[config.mk]
export PLATFORM = sky130hd
export DESIGN_NAME = ball_move
export DESIGN_NICKNAME = d
export VERILOG_FILES = /design/src/rtl/ball_pkg.sv /design/src/rtl/ball_axis.sv /design/src/rtl/ball_move.sv
export SDC_FILE = /design/constraint.sdc
export NUM_CORES = 1
export LEC_CHECK = 0
export BUFFER_PORTS_ARGS = -buffer_cell sky130_fd_sc_hd__clkbuf_2
export CAP_MARGIN = 10
export CELL_PAD_IN_SITES_DETAIL_PLACEMENT = 1
export CELL_PAD_IN_SITES_GLOBAL_PLACEMENT = 1
export CORE_MARGIN = 10
export CORE_UTILIZATION = 46
export DETAILED_ROUTE_END_ITERATION = 10
export PLACE_DENSITY_LB_ADDON = 0.1
export SKIP_CTS_REPAIR_TIMING = 1
export SLEW_MARGIN = 5
export SYNTH_ARGS = -nofsm -noshare
export SYNTH_HDL_FRONTEND = slang
export SYNTH_HIERARCHICAL = 1
export SYNTH_SLANG_ARGS = --single-unit
[constraint.sdc]
create_clock -name clk -period 8.2 [get_ports clk]
set_input_delay 0.82 -clock clk [delete_from_list [all_inputs] [get_ports clk]]
set_output_delay 0.82 -clock clk [all_outputs]
set_load 0.05 [all_outputs]
[src/rtl/ball_pkg.sv]
// rtl/ball_pkg.sv - shared widths, state type and helpers for ball motion
package ball_pkg;

    localparam int FRAC_BITS = 6;
    localparam int POS_W     = 17;
    localparam int VEL_W     = 10;
    localparam int BALL_SIZE = 32;

    typedef enum logic {
        IDLE,
        ROLLING
    } ball_state_t;

    // The most negative code has no positive mirror, so reflection could
    // overflow; clamp it one step in.
    function automatic logic signed [VEL_W-1:0] sat_vel(input logic signed [VEL_W-1:0] v);
        logic signed [VEL_W-1:0] r;
        r = v;
        if (v[VEL_W-1] && (v[VEL_W-2:0] == '0)) begin
            r = {1'b1, {(VEL_W-2){1'b0}}, 1'b1};
        end
        return r;
    endfunction

endpackage

[src/rtl/ball_axis.sv]
// rtl/ball_axis.sv - one-axis combinational step: move, reflect, friction
module ball_axis
    import ball_pkg::*;
#(
    parameter int FRICTION_STEP = 1
) (
    input  logic        [POS_W-1:0] pos,
    input  logic signed [VEL_W-1:0] vel,
    input  logic        [POS_W-1:0] min_pos,
    input  logic        [POS_W-1:0] max_pos,
    input  logic                    fric_en,
    output logic        [POS_W-1:0] pos_next,
    output logic signed [VEL_W-1:0] vel_next
);

    localparam logic [VEL_W-1:0] STEP = VEL_W'(FRICTION_STEP);

    logic signed [POS_W:0]   sum;
    logic signed [VEL_W-1:0] vel_refl;
    logic        [VEL_W-1:0] vel_mag;

    always_comb begin
        // One extra signed bit so a step past zero reads as below min.
        sum      = $signed({1'b0, pos}) + $signed({{(POS_W + 1 - VEL_W){vel[VEL_W-1]}}, vel});
        pos_next = sum[POS_W-1:0];
        vel_refl = vel;
        if (sum < $signed({1'b0, min_pos})) begin
            pos_next = min_pos;
            vel_refl = -vel;
        end else if (sum > $signed({1'b0, max_pos})) begin
            pos_next = max_pos;
            vel_refl = -vel;
        end

        vel_mag  = vel_refl[VEL_W-1] ? $unsigned(-vel_refl) : $unsigned(vel_refl);
        vel_next = vel_refl;
        if (fric_en && (vel_refl != '0)) begin
            if (vel_mag <= STEP) begin
                vel_next = '0;
            end else if (vel_refl[VEL_W-1]) begin
                vel_next = vel_refl + $signed(STEP);
            end else begin
                vel_next = vel_refl - $signed(STEP);
            end
        end
    end

endmodule

[src/rtl/ball_move.sv]
// rtl/ball_move.sv - per-ball position/velocity registers, roll FSM and friction timer
module ball_move
    import ball_pkg::*;
#(
    parameter int INIT_X          = 100,
    parameter int INIT_Y          = 200,
    parameter int TABLE_LEFT      = 40,
    parameter int TABLE_TOP       = 40,
    parameter int TABLE_RIGHT     = 600,
    parameter int TABLE_BOTTOM    = 440,
    parameter int BALL_SIZE       = ball_pkg::BALL_SIZE,
    parameter int FRICTION_PERIOD = 4,
    parameter int FRICTION_STEP   = 1
) (
    input  logic                    clk,
    input  logic                    resetN,
    input  logic                    startOfFrame,
    input  logic                    hit,
    input  logic signed [VEL_W-1:0] hitVx,
    input  logic signed [VEL_W-1:0] hitVy,
    input  logic                    velLoad,
    input  logic signed [VEL_W-1:0] loadVx,
    input  logic signed [VEL_W-1:0] loadVy,
    output logic [10:0]             topLeftX,
    output logic [10:0]             topLeftY,
    output logic                    moving,
    output logic                    hitReady,
    output logic                    stopped
);

    localparam int CNT_W = (FRICTION_PERIOD > 1) ? $clog2(FRICTION_PERIOD) : 1;
    localparam logic [CNT_W-1:0] CNT_LAST = CNT_W'(FRICTION_PERIOD - 1);

    localparam logic [POS_W-1:0] MIN_X  = POS_W'(TABLE_LEFT << FRAC_BITS);
    localparam logic [POS_W-1:0] MIN_Y  = POS_W'(TABLE_TOP << FRAC_BITS);
    localparam logic [POS_W-1:0] MAX_X  = POS_W'((TABLE_RIGHT - BALL_SIZE) << FRAC_BITS);
    localparam logic [POS_W-1:0] MAX_Y  = POS_W'((TABLE_BOTTOM - BALL_SIZE) << FRAC_BITS);
    localparam logic [POS_W-1:0] INIT_PX = POS_W'(INIT_X << FRAC_BITS);
    localparam logic [POS_W-1:0] INIT_PY = POS_W'(INIT_Y << FRAC_BITS);

    ball_state_t             state_q, state_d;
    logic        [POS_W-1:0] pos_x_q, pos_x_d, pos_y_q, pos_y_d;
    logic signed [VEL_W-1:0] vel_x_q, vel_x_d, vel_y_q, vel_y_d;
    logic        [CNT_W-1:0] fric_cnt_q, fric_cnt_d;
    logic                    stopped_q, stopped_d;

    logic                    fric_en;
    logic        [POS_W-1:0] step_pos_x, step_pos_y;
    logic signed [VEL_W-1:0] step_vel_x, step_vel_y;
    logic signed [VEL_W-1:0] load_vx_sat, load_vy_sat, hit_vx_sat, hit_vy_sat;

    assign fric_en     = (fric_cnt_q == CNT_LAST);
    assign load_vx_sat = sat_vel(loadVx);
    assign load_vy_sat = sat_vel(loadVy);
    assign hit_vx_sat  = sat_vel(hitVx);
    assign hit_vy_sat  = sat_vel(hitVy);

    ball_axis #(.FRICTION_STEP(FRICTION_STEP)) u_axis_x (
        .pos      (pos_x_q),
        .vel      (vel_x_q),
        .min_pos  (MIN_X),
        .max_pos  (MAX_X),
        .fric_en  (fric_en),
        .pos_next (step_pos_x),
        .vel_next (step_vel_x)
    );

    ball_axis #(.FRICTION_STEP(FRICTION_STEP)) u_axis_y (
        .pos      (pos_y_q),
        .vel      (vel_y_q),
        .min_pos  (MIN_Y),
        .max_pos  (MAX_Y),
        .fric_en  (fric_en),
        .pos_next (step_pos_y),
        .vel_next (step_vel_y)
    );

    always_comb begin
        state_d    = state_q;
        pos_x_d    = pos_x_q;
        pos_y_d    = pos_y_q;
        vel_x_d    = vel_x_q;
        vel_y_d    = vel_y_q;
        fric_cnt_d = fric_cnt_q;
        stopped_d  = 1'b0;

        if (velLoad) begin
            // Collision override: the frame's motion is dropped this cycle.
            vel_x_d = load_vx_sat;
            vel_y_d = load_vy_sat;
            if ((load_vx_sat != '0) || (load_vy_sat != '0)) begin
                state_d    = ROLLING;
                fric_cnt_d = '0;
            end else begin
                state_d   = IDLE;
                stopped_d = (state_q == ROLLING);
            end
        end else if (hit && (state_q == IDLE) && ((hit_vx_sat != '0) || (hit_vy_sat != '0))) begin
            vel_x_d    = hit_vx_sat;
            vel_y_d    = hit_vy_sat;
            fric_cnt_d = '0;
            state_d    = ROLLING;
        end else if ((state_q == ROLLING) && startOfFrame) begin
            pos_x_d    = step_pos_x;
            pos_y_d    = step_pos_y;
            vel_x_d    = step_vel_x;
            vel_y_d    = step_vel_y;
            fric_cnt_d = fric_en ? '0 : fric_cnt_q + 1'b1;
            if ((step_vel_x == '0) && (step_vel_y == '0)) begin
                state_d   = IDLE;
                stopped_d = 1'b1;
            end
        end
    end

    always_ff @(posedge clk) begin
        if (!resetN) begin
            state_q    <= IDLE;
            pos_x_q    <= INIT_PX;
            pos_y_q    <= INIT_PY;
            vel_x_q    <= '0;
            vel_y_q    <= '0;
            fric_cnt_q <= '0;
            stopped_q  <= 1'b0;
        end else begin
            state_q    <= state_d;
            pos_x_q    <= pos_x_d;
            pos_y_q    <= pos_y_d;
            vel_x_q    <= vel_x_d;
            vel_y_q    <= vel_y_d;
            fric_cnt_q <= fric_cnt_d;
            stopped_q  <= stopped_d;
        end
    end

    assign topLeftX = pos_x_q[POS_W-1:FRAC_BITS];
    assign topLeftY = pos_y_q[POS_W-1:FRAC_BITS];
    assign moving   = (state_q == ROLLING);
    assign hitReady = (state_q == IDLE);
    assign stopped  = stopped_q;

endmodule
Word-level counts from Yosys, hierarchy flattened
Index checks and enable logic that the tools add are counted.
{"block": "op_classes", "n_addsub": 11, "magnitude_cmp": 6, "eq_ne": 2, "muxes": 41, "bitwise_logic": 3, "n_reduce_logical": 29}
{"op": "two-way mux 10 bit", "n": 22}
{"op": "two-way mux 17 bit", "n": 4}
{"op": "nonzero test 10 bit", "n": 6}
{"op": "negator 10 bit", "n": 4}
{"op": "adder 18 x 10 -> 18 bit", "n": 2}
{"op": "logical NOT 9 bit", "n": 4}
{"op": "< comparator 18 x 13 -> 1 bit (second input constant)", "n": 2}
{"op": "adder 10 x 2 -> 10 bit (second input constant)", "n": 2}
{"op": "<= comparator 10 x 1 -> 1 bit (second input constant)", "n": 2}
{"op": "logical NOT 10 bit", "n": 2}
{"op": "subtractor 10 x 2 -> 10 bit (second input constant)", "n": 2}
{"op": "greater-than comparator 18 x 16 -> 1 bit (second input constant)", "n": 1}
{"op": "greater-than comparator 18 x 17 -> 1 bit (second input constant)", "n": 1}
{"op": "logical AND 1 bit", "n": 10}
{"op": "two-way mux 1 bit", "n": 10}
{"op": "two-way mux 2 bit", "n": 5}
{"op": "nonzero test 3 bit", "n": 2}
{"op": "AND reduction 2 bit", "n": 2}
{"op": "inverter 1 bit", "n": 3}
{"op": "AND reduction 3 bit", "n": 1}
{"op": "adder 2 x 1 -> 2 bit (second input constant)", "n": 1}
{"op": "equality test 2 bit (second input constant)", "n": 1}
{"op": "logical OR 1 bit", "n": 2}
{"op": "!= test 2 x 1 -> 1 bit (second input constant)", "n": 1}
{"block": "word_totals", "reg_bits": 58, "in_bits": 45, "out_inout_bits": 25, "wordCells": 99}

Depth between registers and ports, before layout
{"block": "depth", "depth_word": 15, "ltp_mapped": 39, "mapped_depth_nobuf": 38}

Hierarchy
Netlist, hierarchy kept.
{"mod": "ball_axis at u_axis_x", "n_inst": 1, "cells_each": 451, "area_per_inst_um2": 3181.8, "seq_area_each_um2": 0.0}
{"mod": "ball_axis at u_axis_y", "n_inst": 1, "cells_each": 451, "area_per_inst_um2": 3178.0, "seq_area_each_um2": 0.0}
{"mod": "ball_move", "n_inst": 1, "cells_each": 380, "area_per_inst_um2": 2934.1, "seq_area_each_um2": 1161.1}

Worst setup path after synthesis
OpenSTA, ideal clock, no wires.
{"block": "synth_path", "kind": "flip-flop to flip-flop", "from": "register vel_y_q[0]", "to": "register stopped_q (netlist: stopped)", "setup_ps": 70, "arrival_ps": 6993, "required_ps": 8130, "setup_slack_ps": 1137, "stages_incl_launch_ff": 37, "n_path_buf": 0, "period_less_slack_ps": 7063, "path_cell_list": "dfxtp_1 ha_1 inv_1 fa_1 nor2b_1 o21ai_0 a21boi_0 o21a_1 o21ai_0 a21o_1 a31o_2 o211ai_1 a21oi_1 xnor2_1 ha_1 a21oi_1 nand3_1 nor2_1 o211ai_1 nand2_1 a31oi_2 xnor2_1 ha_1 a21o_1 a21oi_1 o21bai_1 a21oi_1 o21bai_1 a21oi_1 xnor2_1 a311oi_1 o311ai_1 o211ai_1 or4_1 nor3_1 or3b_1 a21boi_1"}
{"block": "synth_via", "elab_chain_cells": 15, "elab_cells_between_ends": 22, "cone_classes": "add/sub (5); order compare (3); mux (10); reduce/logical (4)"}
{"item": "start, declared", "line": "ball_move.sv:43", "source": "logic signed [VEL_W-1:0] vel_x_q, vel_x_d, vel_y_q, vel_y_d;"}
{"item": "start signal, assigned", "line": "ball_move.sv:130", "source": "vel_y_q <= vel_y_d;"}
{"item": "adder 18 x 10 -> 18 bit", "line": "ball_axis.sv:24", "source": "sum = $signed({1'b0, pos}) + $signed({{(POS_W + 1 - VEL_W){vel[VEL_W-1]}}, vel});"}
{"item": "greater-than comparator 18 x 16 -> 1 bit", "line": "ball_axis.sv:30", "source": "end else if (sum > $signed({1'b0, max_pos})) begin"}
{"item": "two-way mux 10 bit", "line": "ball_axis.sv:30"}
{"item": "two-way mux 10 bit (*)", "line": "ball_axis.sv:27", "source": "if (sum < $signed({1'b0, min_pos})) begin"}
{"item": "negator 10 bit", "line": "ball_axis.sv:35", "source": "vel_mag = vel_refl[VEL_W-1] ? $unsigned(-vel_refl) : $unsigned(vel_refl);"}
{"item": "two-way mux 10 bit", "line": "ball_axis.sv:35"}
{"item": "<= comparator 10 x 1 -> 1 bit", "line": "ball_axis.sv:38", "source": "if (vel_mag <= STEP) begin"}
{"item": "two-way mux 10 bit", "line": "ball_axis.sv:38"}
{"item": "two-way mux 10 bit (*)", "line": "ball_axis.sv:37", "source": "if (fric_en && (vel_refl != '0)) begin"}
{"item": "net step_vel_y[7]", "line": "ball_move.sv:49", "source": "logic signed [VEL_W-1:0] step_vel_x, step_vel_y;"}
{"item": "logical NOT 10 bit (*)", "line": "ball_move.sv:109", "source": "if ((step_vel_x == '0) && (step_vel_y == '0)) begin"}
{"item": "logical AND 1 bit (*)", "line": "ball_move.sv:109"}
{"item": "two-way mux 1 bit (*)", "line": "ball_move.sv:109"}
{"item": "two-way mux 1 bit (*)", "line": "ball_move.sv:103", "source": "end else if ((state_q == ROLLING) && startOfFrame) begin"}
{"item": "two-way mux 1 bit (*)", "line": "ball_move.sv:98", "source": "end else if (hit && (state_q == IDLE) && ((hit_vx_sat != '0) || (hit_vy_sat != '0))) begin"}
{"item": "two-way mux 1 bit (*)", "line": "ball_move.sv:87", "source": "if (velLoad) begin"}
{"item": "end signal, assigned", "line": "ball_move.sv:132", "source": "stopped_q <= stopped_d;"}
{"item": "end, declared", "line": "ball_move.sv:45", "source": "logic stopped_q, stopped_d;"}
The timed path passes the listed nets; every way through them passes the cells marked *.
A chain may end at the register's enable or synchronous reset.

Final worst setup path
{"block": "layout_path", "from": "register vel_x_q[0]", "to": "register stopped_q (netlist: stopped)"}
{"block": "layout_via", "elab_chain_cells": 15, "elab_cells_between_ends": 22, "cone_classes": "add/sub (5); order compare (3); mux (10); reduce/logical (4)"}
{"item": "start, declared", "line": "ball_move.sv:43"}
{"item": "start signal, assigned", "line": "ball_move.sv:129", "source": "vel_x_q <= vel_x_d;"}
{"item": "adder 18 x 10 -> 18 bit", "line": "ball_axis.sv:24"}
{"item": "greater-than comparator 18 x 17 -> 1 bit", "line": "ball_axis.sv:30"}
{"item": "two-way mux 10 bit", "line": "ball_axis.sv:30"}
{"item": "two-way mux 10 bit (*)", "line": "ball_axis.sv:27"}
{"item": "negator 10 bit", "line": "ball_axis.sv:35"}
{"item": "two-way mux 10 bit", "line": "ball_axis.sv:35"}
{"item": "<= comparator 10 x 1 -> 1 bit", "line": "ball_axis.sv:38"}
{"item": "two-way mux 10 bit", "line": "ball_axis.sv:38"}
{"item": "two-way mux 10 bit (*)", "line": "ball_axis.sv:37"}
{"item": "net step_vel_x[0]", "line": "ball_move.sv:49"}
{"item": "logical NOT 10 bit (*)", "line": "ball_move.sv:109"}
{"item": "logical AND 1 bit (*)", "line": "ball_move.sv:109"}
{"item": "two-way mux 1 bit (*)", "line": "ball_move.sv:109"}
{"item": "two-way mux 1 bit (*)", "line": "ball_move.sv:103"}
{"item": "two-way mux 1 bit (*)", "line": "ball_move.sv:98"}
{"item": "two-way mux 1 bit (*)", "line": "ball_move.sv:87"}
Marked as above.

==> impl_results.md <==
* Status: complete, no violations
* Smallest hold slack at 0.484 ns
* Slew headroom at 0.196
* Post-synthesis async set-or-reset flop share at 0
* Final Cycle Share at 0.923
* DRC Markers at 0
* Gpl congestion at 0.909
* Num rows at 51
* Post-Synthesis Cell Area at 9290 µm²
* Hold Path Depth at 2
* Final Instance Area at 10600 µm²
* Max Cap Viol at 0
* Delay-heaviest family, CP: simple AND/OR/NAND/NOR gates
* LEAKAGE at 4.72 nW
* Critical path data arrival time at 7.84 ns
* Remaining global-route overflow at 0
* Drt initial violations at 495
* CTS Buf Count at 9
* Fin cells at 1695
* Buffers added on ports at 69
* Crit path max fanout at 19
* FF+latch count, synth at 58
* Nets at 1597
* Initial Utilization at 0.473
* CTS sink count at 58
* Synth unique cells at 76
* Max Clock Freq at 132 MHz
* Final HPWL DP at 23.3 mm
* Crit path capture type: register
* Routed Antenna Nets at 0
* Global Route Usage Sum at 0.217
* Setup TNS at 0 ns
* First-pass GRT wire length at 48.1 mm
* Final Critical Period at 7.57 ns
* WP buf/inv at 3
* Layout overhead on the synthesized area at 14.0%
* Share of post-route cells with drive strength above 1 at 0.117
* Crit path depth at 34
* Clock Latency Late Sink at 0.33 ns
* Area of the multi-input gates at 7830 µm²
* Die width at 162 µm
* Register area at 1170 µm²
* H-tree Lvls at 3
* Initial antenna violation count at 0
* Crit start category: register
* Max IR drop VDD at 263 µV
* Placed cells at 1677
* Main flop type after synthesis: dfxtp_1
* Cells after Synth at 1282
* Final wirelength at 29.5 mm
* Vias in the first global route at 9642
* CTS Root Cell: clkbuf_16
* CORE AREA at 19700 µm²
* Worst-path clk slew at 0.06 ns
* Yosys warns at 6
* Post-route total power at 2.84 mW
* Routed vias at 9464
* Worst-case reg-to-reg path depth at 34
* PD cells at 268 nW/µm²
* Register area share after synthesis at 0.125
* Measured slew at the worst slew-check pin at 1.21 ns
* Total die area at 26300 µm²
* Final hold vios at 0
* DR vias/cell at 5.58
* Hold Path Class: register to register
* WL/cell at 17.4 µm
* Crit Path Category: register to register
* Area post-placement at 10100 µm²
* Finish-stage setup viols at 0
* Post-synth EDFFs at 0
* Drt pass-1 iters at 5
* Avg Cell Area, Syn at 7.25 µm²
* Max Transition Viols Final at 0
* Worst path slowest cell: or4_4
* Die Y at 162 µm
* Largest net degree at the start of global routing at 65
* Diode count at 0
* Clock buffer depth at 2
* Filler instances at 2606
* CTS tree: yes
* Ports at 70
* Clock skew at 0.00794 ns
* Worst path required time at 8.47 ns
* Max incr delay on CP at 0.53 ns
==> per-layer routing <==
layer	part of all wire	vias to the layer above	track usage	wire, µm
met5	0	-	0	0
met4	0.012	0	0.0505	367
met3	0.039	26	0.0339	1160
met2	0.46	188	0.363	13700
met1	0.49	4504	0.285	14300
li1	-	4746	-	-
==> cell usage in the layout, fill, tap and decap left out, types with 7 or more instances in the layout <==
cell / synthesis / routed
a21boi_0: 33 / 31
a21o_1: 16 / 16
a21oi_1: 122 / 118
a31oi_1: 42 / 42
a32o_1: 19 / 19
and2_1: 10 / 9
buf_4: 22 / 18
clkbuf_16: 0 / 9
clkbuf_2: 0 / 69
conb_1: 2 / 125
dfxtp_1: 58 / 54
ha_1: 123 / 122
inv_1: 119 / 119
mux2i_1: 43 / 42
nand2_1: 161 / 160
nand2b_1: 13 / 13
nand3_1: 33 / 31
nand4_1: 20 / 20
nor2_1: 80 / 78
nor3_1: 24 / 23
nor4_1: 13 / 11
o211ai_1: 10 / 10
o21a_1: 10 / 10
o21ai_0: 43 / 43
o21ai_1: 7 / 7
o21bai_1: 12 / 12
or3_1: 10 / 10
xnor2_1: 48 / 46
xor2_1: 18 / 18
==> flip-flops by register name (all words and copies together) (netlist names) <==
| name | flops |
|---|---|
| stopped | 1 |
| fric_cnt_q | 2 |
| pos_y_q | 17 |
| pos_x_q | 17 |
| vel_y_q | 10 |
| moving | 1 |
| vel_x_q | 10 |
==> kinds of logic after synthesis <==
kind of cell,Yosys count,synth area share
simple gates,406,0.210
other cells,2,0.000808
mux,48,0.0526
fa+ha+maj,127,0.174
compound gates,375,0.278
xor+xnor,68,0.0657
buf+inv,198,0.0937
flops,58,0.125
==> worst paths after layout <==
| path | from | slack (ns) | endpoint |
|---|---|---|---|
| worst max-delay path | vel_x_q[0] | 0.63 | stopped |
| worst min-delay path | pos_y_q[5] | 0.48 | pos_y_q[5] |
| worst max register to register | vel_x_q[0] | 0.63 | stopped |
| worst min register to register | pos_y_q[5] | 0.48 | pos_y_q[5] |
==> synthesized netlist by cell type (7+ instances only) <==
cell type / n / area [µm²]
xnor2_1: 48 / 420
nor4_1: 13 / 81.3
a21o_1: 16 / 120
mux2i_1: 43 / 430
nand2_1: 161 / 604
a21oi_1: 122 / 611
or3_1: 10 / 62.6
clkbuf_1: 46 / 173
buf_4: 22 / 165
a31oi_1: 42 / 263
nor3_1: 24 / 120
nand3_1: 33 / 165
o21bai_1: 12 / 90.1
a21boi_0: 33 / 248
a32o_1: 19 / 190
xor2_1: 18 / 158
o21ai_1: 7 / 35.0
o21a_1: 10 / 75.1
and2_1: 10 / 62.6
o21ai_0: 43 / 215
nand4_1: 20 / 125
o211ai_1: 10 / 75.1
nand2b_1: 13 / 81.3
inv_1: 119 / 447
dfxtp_1: 58 / 1160
ha_1: 123 / 1540
nor2_1: 80 / 300
==> final cells by class <==
cell class	count	area share
Inverter	119	0.0422
Multi-Input combinational cell	1149	0.739
Clock buffer	9	0.0213
Clock inverter	7	0.00968
Sequential cell	58	0.110
Tap cell	265	0.0313
Timing Repair Buffer	88	0.0468
==> report_power, final <==
| part | switching (mW) | internal, mW |
|---|---|---|
| clock network | 0.147 | 0.268 |
| registers | 0.0455 | 0.307 |
| logic | 1.24 | 0.825 |
==> worst reg2reg max path: cells and delay by family (launching register included) <==
| kind | cells | cell delay [ns] |
|---|---|---|
| xor gates and xnor gates | 3 | 0.59 |
| adders and majority gates | 4 | 1.23 |
| DFF | 1 | 0.36 |
| and+or+nand+nor | 11 | 2.42 |
| muxes | 1 | 0.27 |
| buffers and inverters | 3 | 0.41 |
| AOI/OAI and AO/OA | 12 | 2.23 |
==> stage by stage <==
stage	setup WS, ns	utilization
2_1_floorplan	1.14	-
3_3_place_gp	0.194	0.516
3_5_place_dp	0.109	0.516
4_1_cts	0.0527	0.533
5_1_grt	-0.0736	0.539
6_report	0.628	0.539
No activity file was read; power rests on OpenSTA's default activity.
